[src/rtl/mux4_rr_arbiter_if.sv]
// Request/grant bundle between four requesters and the mux-select arbiter.
// The master side drives the requests; the slave side (the arbiter) answers
// with the one-hot grant, the mux select pair x/y and the active flag.
interface mux4_rr_arbiter_if;
    logic [3:0] req;
    logic [3:0] gnt;
    logic       x;
    logic       y;
    logic       active;

    modport master (
        output req,
        input  gnt,
        input  x,
        input  y,
        input  active
    );

    modport slave (
        input  req,
        output gnt,
        output x,
        output y,
        output active
    );
endinterface

[src/rtl/mux4_rr_arbiter.sv]
// Round-robin arbiter sharing a 4:1 mux between requesters a..d.
// A grant is held while its owner keeps requesting, until HOLD_MAX granted
// cycles have elapsed and someone else is waiting; the owner is then
// preempted. Owner release hands over at the same edge (no idle bubble).
// x/y keep the last owner's index while idle, so consumers qualify with active.
module mux4_rr_arbiter #(
    parameter int HOLD_MAX = 8
) (
    input  logic              clk,
    input  logic              rst_n,
    mux4_rr_arbiter_if.slave  bus
);

    localparam int CNT_W = $clog2(HOLD_MAX + 1);
    localparam logic [CNT_W-1:0] HOLD_C = CNT_W'(HOLD_MAX);
    localparam logic [CNT_W-1:0] ONE_C  = CNT_W'(1);

    typedef enum logic {
        IDLE  = 1'b0,
        GRANT = 1'b1
    } state_t;

    state_t           state_q, state_d;
    logic [1:0]       last_q, last_d;
    logic [CNT_W-1:0] cnt_q, cnt_d;
    logic [3:0]       gnt_q, gnt_d;
    logic [1:0]       sel_q, sel_d;
    logic             active_q, active_d;

    // Decisions produced by the next-state logic
    logic             grant_now;
    logic             go_idle;
    logic [3:0]       elig;
    logic [3:0]       others;
    logic [1:0]       cand;

    // First set bit of elig scanning last+1, last+2, last+3, then last.
    // Scanning from the far end down lets the nearest index win.
    function automatic logic [1:0] rr_pick(input logic [3:0] e, input logic [1:0] l);
        logic [1:0] idx;
        rr_pick = l;
        for (int k = 3; k >= 1; k--) begin
            idx = l + 2'(k);
            if (e[idx]) rr_pick = idx;
        end
    endfunction

    function automatic logic [3:0] onehot(input logic [1:0] idx);
        onehot = 4'b0001 << idx;
    endfunction

    // State register: IDLE after reset
    always_ff @(posedge clk or negedge rst_n) begin
        if (!rst_n) state_q <= IDLE;
        else        state_q <= state_d;
    end

    // Next-state logic: pick between new grant, release to idle, or hold
    always_comb begin
        state_d   = state_q;
        grant_now = 1'b0;
        go_idle   = 1'b0;
        elig      = bus.req;
        others    = bus.req & ~onehot(last_q);
        unique case (state_q)
            IDLE: begin
                if (|bus.req) begin
                    grant_now = 1'b1;
                    state_d   = GRANT;
                end
            end
            GRANT: begin
                if (!bus.req[last_q]) begin
                    if (|others) begin
                        grant_now = 1'b1;
                    end else begin
                        go_idle = 1'b1;
                        state_d = IDLE;
                    end
                end else if ((cnt_q == HOLD_C) && (|others)) begin
                    grant_now = 1'b1;
                    elig      = others;
                end
            end
            default: state_d = IDLE;
        endcase
        cand = rr_pick(elig, last_q);
    end

    // Output/datapath next values: grant loads owner, hold counts, idle clears
    always_comb begin
        last_d   = last_q;
        cnt_d    = cnt_q;
        gnt_d    = gnt_q;
        sel_d    = sel_q;
        active_d = active_q;
        if (grant_now) begin
            last_d   = cand;
            cnt_d    = ONE_C;
            gnt_d    = onehot(cand);
            sel_d    = cand;
            active_d = 1'b1;
        end else if (go_idle) begin
            cnt_d    = '0;
            gnt_d    = 4'b0000;
            active_d = 1'b0;
        end else if ((state_q == GRANT) && (cnt_q != HOLD_C)) begin
            cnt_d    = cnt_q + ONE_C;
        end
    end

    // Registered outputs and arbitration pointer; last=3 gives a top priority
    always_ff @(posedge clk or negedge rst_n) begin
        if (!rst_n) begin
            last_q   <= 2'd3;
            cnt_q    <= '0;
            gnt_q    <= 4'b0000;
            sel_q    <= 2'd0;
            active_q <= 1'b0;
        end else begin
            last_q   <= last_d;
            cnt_q    <= cnt_d;
            gnt_q    <= gnt_d;
            sel_q    <= sel_d;
            active_q <= active_d;
        end
    end

    assign bus.gnt    = gnt_q;
    assign bus.x      = sel_q[1];
    assign bus.y      = sel_q[0];
    assign bus.active = active_q;

endmodule

[src/flat_wrapper.sv]
// flat-port wrapper written by rule: the top's interface ports become plain ports
module mux4_rr_arbiter_flat 
#(
    parameter int HOLD_MAX = 8
)
  (clk, rst_n, bus_req, bus_gnt, bus_x, bus_y, bus_active);
  mux4_rr_arbiter_if bus_i ();
  input  logic clk;
  input  logic rst_n;
  input wire logic [$bits(bus_i.req)-1:0] bus_req;
  output wire logic [$bits(bus_i.gnt)-1:0] bus_gnt;
  output wire logic [$bits(bus_i.x)-1:0] bus_x;
  output wire logic [$bits(bus_i.y)-1:0] bus_y;
  output wire logic [$bits(bus_i.active)-1:0] bus_active;
  assign bus_i.req = bus_req;
  assign bus_gnt = bus_i.gnt;
  assign bus_x = bus_i.x;
  assign bus_y = bus_i.y;
  assign bus_active = bus_i.active;
  mux4_rr_arbiter #(.HOLD_MAX(HOLD_MAX)) u_core (.clk(clk), .rst_n(rst_n), .bus(bus_i));
endmodule
[config.mk]
export PLATFORM = sky130hd
export DESIGN_NAME = mux4_rr_arbiter_flat
export DESIGN_NICKNAME = d
export VERILOG_FILES = /design/src/rtl/mux4_rr_arbiter_if.sv /design/src/rtl/mux4_rr_arbiter.sv /design/src/flat_wrapper.sv
export SDC_FILE = /design/constraint.sdc
export NUM_CORES = 1
export LEC_CHECK = 0
export CORE_ASPECT_RATIO = 0.6
export CORE_UTILIZATION = 40
export CTS_CLUSTER_SIZE = 40
export DETAILED_ROUTE_END_ITERATION = 10
export GPL_ROUTABILITY_DRIVEN = 1
export PLACE_DENSITY = 0.73
export SLEW_MARGIN = 20
export SYNTH_ARGS = -nofsm -noshare
export SYNTH_HDL_FRONTEND = slang
export SYNTH_SLANG_ARGS = --single-unit
[constraint.sdc]
create_clock -name clk -period 7.2 [get_ports clk]
set_input_delay 1.44 -clock clk [delete_from_list [all_inputs] [get_ports clk]]
set_output_delay 1.44 -clock clk [all_outputs]
set_load 0.1 [all_outputs]
After elaboration in Yosys (flattened, before gate mapping)
Index checks and enable logic that the tools add are counted.
{ "totals": {"word_cells": 58, "in_bits": 6, "regBits": 14, "out_inout_bits": 7} }
{ "op_classes": {"eq_ne": 2, "order_cmp": 4, "muxes": 31, "n_reduce_logical": 6, "bitwise_logic": 3, "addsub": 4, "shift": 2} }
{ "ops": {"columns": ["op", "n"], "rows": [
  ["4-bit 2-to-1 mux", 8],
  ["1-bit 2-to-1 mux", 14],
  ["2-bit by 3-bit < comparator with 1-bit output (second input constant)", 4],
  ["1-bit binary-select mux with 2-bit select", 4],
  ["4-bit OR reduction", 2],
  ["1-bit by 2-bit << shifter with 4-bit output (first input constant)", 2],
  ["2-bit 2-to-1 mux", 3],
  ["2-bit adder (second input constant)", 2],
  ["4-bit by 1-bit adder with 4-bit output (second input constant)", 1],
  ["4-bit bitwise AND", 1],
  ["4-bit == test (second input constant)", 1],
  ["4-bit inequality test (second input constant)", 1],
  ["4-bit NOT", 1],
  ["1-bit case mux with 2 select lines", 2],
  ["3-bit nonzero test", 1],
  ["2-bit by 1-bit adder with 2-bit output (second input constant)", 1],
  ["1-bit logical AND", 2],
  ["2-bit nonzero test", 1],
  ["1-bit NOT", 1]
]} }

Logic depth before layout (Yosys ltp)
Gate-level depths: netlist of run 1.
{ "depth": {"ltp_word": 15, "depth_mapped": 11, "mapped_depth_nobuf": 9} }

Worst setup path before layout of run 1
No wires, ideal clock.
{ "synth_timing": {"kind": "in2reg", "startpoint": "input bus_req[0]", "endpoint": "register u_core.gnt_q[1] (netlist: u_core.bus.gnt[1])", "slack_ns": 3.937, "required_ns": 7.096, "setup_ns": 0.104, "cell_stages": 8, "n_path_buf": 1, "arrival_ns": 3.160, "cell_sequence": "nor2b_1 > o41a_1 > buf_6 > a311oi_1 > or2_1 > o221a_2 > nor2_2 > o41ai_2"} }
{ "synth_between": {"elab_chain_len": 13, "word_cells_on_any_way": 29, "cone_classes": "1 x shift; 23 x mux; 1 x bitwise; 4 x reduce/logical"} }
{ "synth_rtl": {"columns": ["element", "line_no", "rtl"], "rows": [
  ["from (decl)", "flat_wrapper.sv:10", "input wire logic [$bits(bus_i.req)-1:0] bus_req;"],
  ["4-bit bitwise AND", "mux4_rr_arbiter.sv:64", "others = bus.req & ~onehot(last_q);"],
  ["4-bit OR reduction", "mux4_rr_arbiter.sv:74, mux4_rr_arbiter.sv:80", null],
  ["1-bit logical AND", "mux4_rr_arbiter.sv:80", "end else if ((cnt_q == HOLD_C) && (|others)) begin"],
  ["4-bit 2-to-1 mux", "mux4_rr_arbiter.sv:80", null],
  ["4-bit 2-to-1 mux", "mux4_rr_arbiter.sv:73", "if (!bus.req[last_q]) begin"],
  ["4-bit 2-to-1 mux", "mux4_rr_arbiter.sv:65", "unique case (state_q)"],
  ["1-bit binary-select mux with 2-bit select", "mux4_rr_arbiter.sv:44", "if (e[idx]) rr_pick = idx;"],
  ["1-bit 2-to-1 mux (implied by the code)", "mux4_rr_arbiter.sv:44", null],
  ["2-bit 2-to-1 mux (3 in a row)", "mux4_rr_arbiter.sv:44", null],
  ["1-bit by 2-bit << shifter with 4-bit output", "mux4_rr_arbiter.sv:49", "onehot = 4'b0001 << idx;"],
  ["4-bit 2-to-1 mux", "mux4_rr_arbiter.sv:97", "if (grant_now) begin"],
  ["to (signal assigned)", "mux4_rr_arbiter.sv:123", "gnt_q <= gnt_d;"],
  ["to (decl)", "mux4_rr_arbiter.sv:26", "logic [3:0] gnt_q, gnt_d;"]
]} }
Parallel ways exist; a longest one is shown, timed or not. The select of a mux whose other input is x is not followed.
A chain may end at the register's enable or synchronous reset.

Worst setup path in the final report of run 1
Ends and elaborated chain as after synthesis.

==> flow_summary.json, run 1 <==
{
  "yosysTopAreaCell": "dfrtp_1",
  "drive_above_1_share": 0.1290,
  "period_share": 0.5215,
  "post-route-drc-count": 0,
  "critical_path_class": "in2reg",
  "slew_headroom": 0.3511,
  "vias": 886,
  "area_growth_pct": 17.96,
  "viasPerCell": 5.753,
  "crit_fanout": 9,
  "ys_seq_area_frac": 0.3422,
  "ys_ff_latch": 14,
  "dr.pass1.iters": 4,
  "cts.repair.resized": 0,
  "slowest_stage": "clkdlybuf4s50_1",
  "syn_area_um2": 1031,
  "dp.final_hpwl_um": 1706,
  "avgSynthCellArea_um2": 9.288,
  "overflow": 0,
  "synthTopCellsByArea": "dfrtp_1, ha_1, dfstp_2",
  "design.die.area_um2": 2791,
  "tightest_slew_ns": 0.9703,
  "place_congestion": 0.8383,
  "stdcell_count": 154,
  "clkSinkCount": 14,
  "synthDominantCellAreaShare": 0.2913,
  "ios": 13,
  "fill_cells": 207,
  "syn_inst": 111,
  "initial_core_util": 0.4495,
  "cts_hold_buffers": 0,
  "cp_data_required_time_ns": 7.35,
  "r2r_end": "u_core.bus.gnt[1]",
  "drv_slew": 0,
  "cap_violations": 0,
  "coreArea_um2": 2293,
  "synth_edf_count": 0,
  "crit_start": "bus_req[0]",
  "antenna_found_initial": 0,
  "ys.flop_type": "dfrtp_1",
  "drt-wirelength-per-cell_um": 15.16,
  "root_buffer": "clkbuf_8",
  "critPathMaxStageDelay_ns": 0.53,
  "cts_buffers": 3,
  "rsz0062_at_grt": "false",
  "place_inst": 150,
  "antenna_left": 0,
  "r2r_start": "u_core.last_q[0]",
  "drt_first_iter_violations": 89,
  "antenna_cells": 0,
  "cts_tree": "done",
  "ys_types": 41,
  "min_period_ns": 3.755,
  "crit_chain": "clkdlybuf4s50_1 > nor2b_1 > o41a_1 > a31oi_1 > mux4_2 > o32ai_2 > nor2_2 > o41ai_2",
  "async_reset_ff_frac": 1.000,
  "outcome": "completed",
  "ys_warn_count": 0,
  "final_hold_viol_count": 0,
  "routed_wl_um": 2334,
  "rrSetupSlack_ns": 4.07,
  "setup_violations": 0,
  "endpoint": "u_core.bus.gnt[1]",
  "start_kind": "primary input",
  "h-tree-depth": 1,
  "clockBufferDepth": 2,
  "grt_pass1_wl_um": 3608,
  "cts_setup_buffers": 0,
  "skew_ns": 0.005480,
  "arrival_ns": 3.91,
  "holdWs_ns": 0.4843,
  "holdCritPathClass": "reg2reg",
  "worst_setup_path_end_kind": "flop",
  "nets": 137,
  "clk_pin_slew_ns": 0.06,
  "clock_latency_ns": 0.25,
  "track_usage": 0.1867,
  "rows": 13,
  "port_buffers": 12,
  "die_w_um": 67.54,
  "grt_pass1_vias": 761,
  "final_util": 0.5303,
  "fp.dieH_um": 41.33,
  "grt_max_degree": 15,
  "reg2reg_depth": 9,
  "fmax_mhz": 266.3,
  "syn-num-nets": 123,
  "tns_ns": 0
}
per-layer routing:
metal | up-vias | share of wire | track usage
li1 | 438 | - | -
met1 | 415 | 0.54 | 0.2922
met2 | 31 | 0.38 | 0.2401
met3 | 2 | 0.074 | 0.04348
met4 | 0 | 0.0051 | 0.06383
met5 | - | 0 | 0
placed cells by master (no fill, tap or decap), drive strengths merged, types with 2 or more instances in the layout:
cell / count
a21oi: 5
a311oi: 4
a31oi: 5
clkbuf: 4
clkdlybuf4s50: 12
dfrtp: 12
dfstp: 2
ha: 6
inv: 11
mux4: 2
nand2: 9
nor2: 15
nor2b: 4
nor3: 2
o21ai: 5
o31ai: 2
or2: 2
or4: 2
flip-flops by register name, indices dropped and copies added (netlist names):
signal and count:
u_core.state_q 1, u_core.bus.gnt 4, u_core.last_q 2, u_core.bus.active 1, u_core.cnt_q 4, u_core.sel_q 2
Yosys cell counts, drive strengths merged (2+ instances only):
master / instances
buf: 3
nand2: 9
dfrtp: 12
dfstp: 2
nor3: 2
a21oi: 5
or4: 2
nor2: 15
or2: 2
o31ai: 2
mux4: 2
a311oi: 4
inv: 11
ha: 6
nor2b: 4
o21ai: 5
a31oi: 5
final cells by class:
type                       count  area, um^2  share of cell area
sequential                    14       352.8              0.2901
clock buffer                   4       55.05             0.04527
inverter                      11       41.29             0.03395
multi-input combinational     83       609.3              0.5010
tap                           30       37.54             0.03086
timing repair buffer          12       120.1             0.09876
logic make-up (layout without fill, tap and decap cells):
group | after synthesis | in the layout | share of synthesized area
simple gates | 39 | 39 | 0.1905
compound gates | 32 | 32 | 0.2464
flops | 14 | 14 | 0.3422
buf+inv | 14 | 27 | 0.06674
fa+ha+maj | 6 | 6 | 0.07281
mux | 4 | 4 | 0.06432
xor+xnor | 2 | 2 | 0.01699
critical path, delay by kind of cell:
kind | cells | cell delay, ns
mux | 1 | 0.52
compound gates | 4 | 1.03
simple gates | 2 | 0.38
buf+inv | 1 | 0.53
worst min path at each step:
stage                            startpoint                 to  depth (start not counted)
after detailed placement  u_core.bus.gnt[1]  u_core.bus.gnt[1]                          2
after global placement    u_core.bus.gnt[2]  u_core.bus.gnt[2]                          2
after CTS                 u_core.bus.gnt[2]  u_core.bus.gnt[2]                          2
after global routing      u_core.bus.gnt[1]  u_core.bus.gnt[1]                          2
final                     u_core.bus.gnt[2]  u_core.bus.gnt[2]                          2
after floorplan             u_core.cnt_q[2]    u_core.cnt_q[2]                          2
through the flow:
step / cell area, um^2 / setup WS (ns)
6_report: 1216 / 3.445
5_1_grt: 1216 / 3.318
4_1_cts: 1216 / 3.449
3_5_place_dp: 1161 / 3.214
3_3_place_gp: 1161 / 3.244
2_1_floorplan: 1031 / 3.937
Power of run 1 is left out: the tool's default activity adds up to more than one toggle a clock period on the data nets, which glitch-free logic cannot reach.
==> inputs of run 2 (changes only) <==
Clock period 7.2 ns to 3.8 ns, I/O delays scaled along.
==> flow_summary.json, run 2 (synthesis results as in run 1) <==
{
  "outcome": "completed",
  "reg2reg_depth": 9,
  "cts_hold_buffers": 0,
  "holdWs_ns": 0.4819,
  "tns_ns": 0,
  "fp.dieH_um": 41.33,
  "cts_tree": "done",
  "crit_fanout": 9,
  "routed_wl_um": 2363,
  "layout_common_cells": "nor2_1, clkdlybuf4s50_1, dfrtp_1",
  "nets": 139,
  "grt-busiest-layer": "met1",
  "critPathMaxStageDelay_ns": 0.55,
  "rrSetupSlack_ns": 0.85,
  "critical_path_class": "in2reg",
  "rsz0062_at_grt": "false",
  "grt_pass1_wl_um": 3974,
  "ios": 13,
  "antenna_cells": 0,
  "port_buffers": 12,
  "stdcell_count": 156,
  "post-route-drc-count": 0,
  "initial_core_util": 0.4495,
  "met2_usage": 0.3045,
  "final_common_cell": "nor2_1",
  "r2r_start": "u_core.last_q[1]",
  "min_period_ns": 3.128,
  "period_share": 0.8230,
  "clkSinkCount": 14,
  "viasPerCell": 5.782,
  "vias": 902,
  "holdCritPathClass": "reg2reg",
  "grt_util_met3": 0.04076,
  "min_path_cells": 2,
  "final_hold_viol_count": 0,
  "h-tree-depth": 1,
  "cp_data_required_time_ns": 3.98,
  "antenna_left": 0,
  "root_buffer": "clkbuf_8",
  "dp.final_hpwl_um": 1842,
  "place_inst": 152,
  "cts_setup_buffers": 0,
  "drt_first_iter_violations": 68,
  "r2r_end": "u_core.bus.gnt[1]",
  "drt-wirelength-per-cell_um": 15.15,
  "dr.pass1.iters": 4,
  "whs_endpoint": "u_core.bus.gnt[2]",
  "cts_buffers": 3,
  "track_usage": 0.2056,
  "fmax_mhz": 319.7,
  "slew_headroom": 0.3525,
  "start_kind": "primary input",
  "antenna_found_initial": 0,
  "holdCritStartpoint": "u_core.bus.gnt[2]",
  "drive_above_1_share": 0.1429,
  "design.die.area_um2": 2791,
  "tightest_slew_ns": 0.9681,
  "cap_violations": 0,
  "slowest_stage": "o41a_1",
  "final_util": 0.5368,
  "area_growth_pct": 19.42,
  "worst_setup_path_end_kind": "flop",
  "skew_ns": 0.006025,
  "drv_slew": 0,
  "place_congestion": 0.8247,
  "crit_chain": "clkdlybuf4s50_1 > nor2b_1 > o41a_1 > a311oi_1 > nor3_1 > o221a_2 > nor2_2 > a22o_1",
  "cts.repair.resized": 0,
  "die_w_um": 67.54,
  "arrival_ns": 3.31,
  "grt.met1_usage": 0.3049,
  "clockBufferDepth": 2,
  "clock_latency_ns": 0.25,
  "clk_pin_slew_ns": 0.06,
  "overflow": 0,
  "grt_pass1_vias": 834,
  "coreArea_um2": 2293,
  "rows": 13,
  "setup_violations": 0,
  "grt_max_degree": 15
}
## run 2: through the flow
step | cell area (um^2) | worst slack [ns]
2_1_floorplan | 1031 | 1.028
6_report | 1231 | 0.6724
3_5_place_dp | 1176 | 0.4420
3_3_place_gp | 1176 | 0.5439
4_1_cts | 1231 | 0.7122
5_1_grt | 1231 | 0.5116
## run 2: layer usage
metal	vias to the layer above	wire length, um
li1	438	-
met1	434	1229
met2	27	980
met3	3	137
met4	0	16
met5	-	0
## run 2: cell type report
cell class | instances | area [um^2]
well taps | 30 | 37.54
inverters | 11 | 41.29
repair buffers | 14 | 135.1
fillers | 214 | 1062
clock buffers | 4 | 55.05
multi-input cells | 83 | 609.3
flip-flops and latches | 14 | 352.8
## run 2: worst max path at each step
stage | from | endpoint | slack (ns) | cells after the start
floorplan | u_core.last_q[0] | u_core.bus.gnt[1] | 1.03 | 11
global placement | bus_req[0] | u_core.bus.gnt[1] | 0.54 | 8
detailed placement | bus_req[0] | u_core.bus.gnt[1] | 0.44 | 8
CTS | bus_req[0] | u_core.bus.gnt[1] | 0.71 | 8
global route | bus_req[1] | u_core.bus.gnt[1] | 0.51 | 8
finish | bus_req[0] | u_core.bus.gnt[0] | 0.67 | 8
## run 2: critical path, delay by kind of cell
family,cells,cell delay (ns)
buf+inv,1,0.47
compound gates,4,1.56
simple gates,3,0.53
Power of run 2 is left out for the same reason.
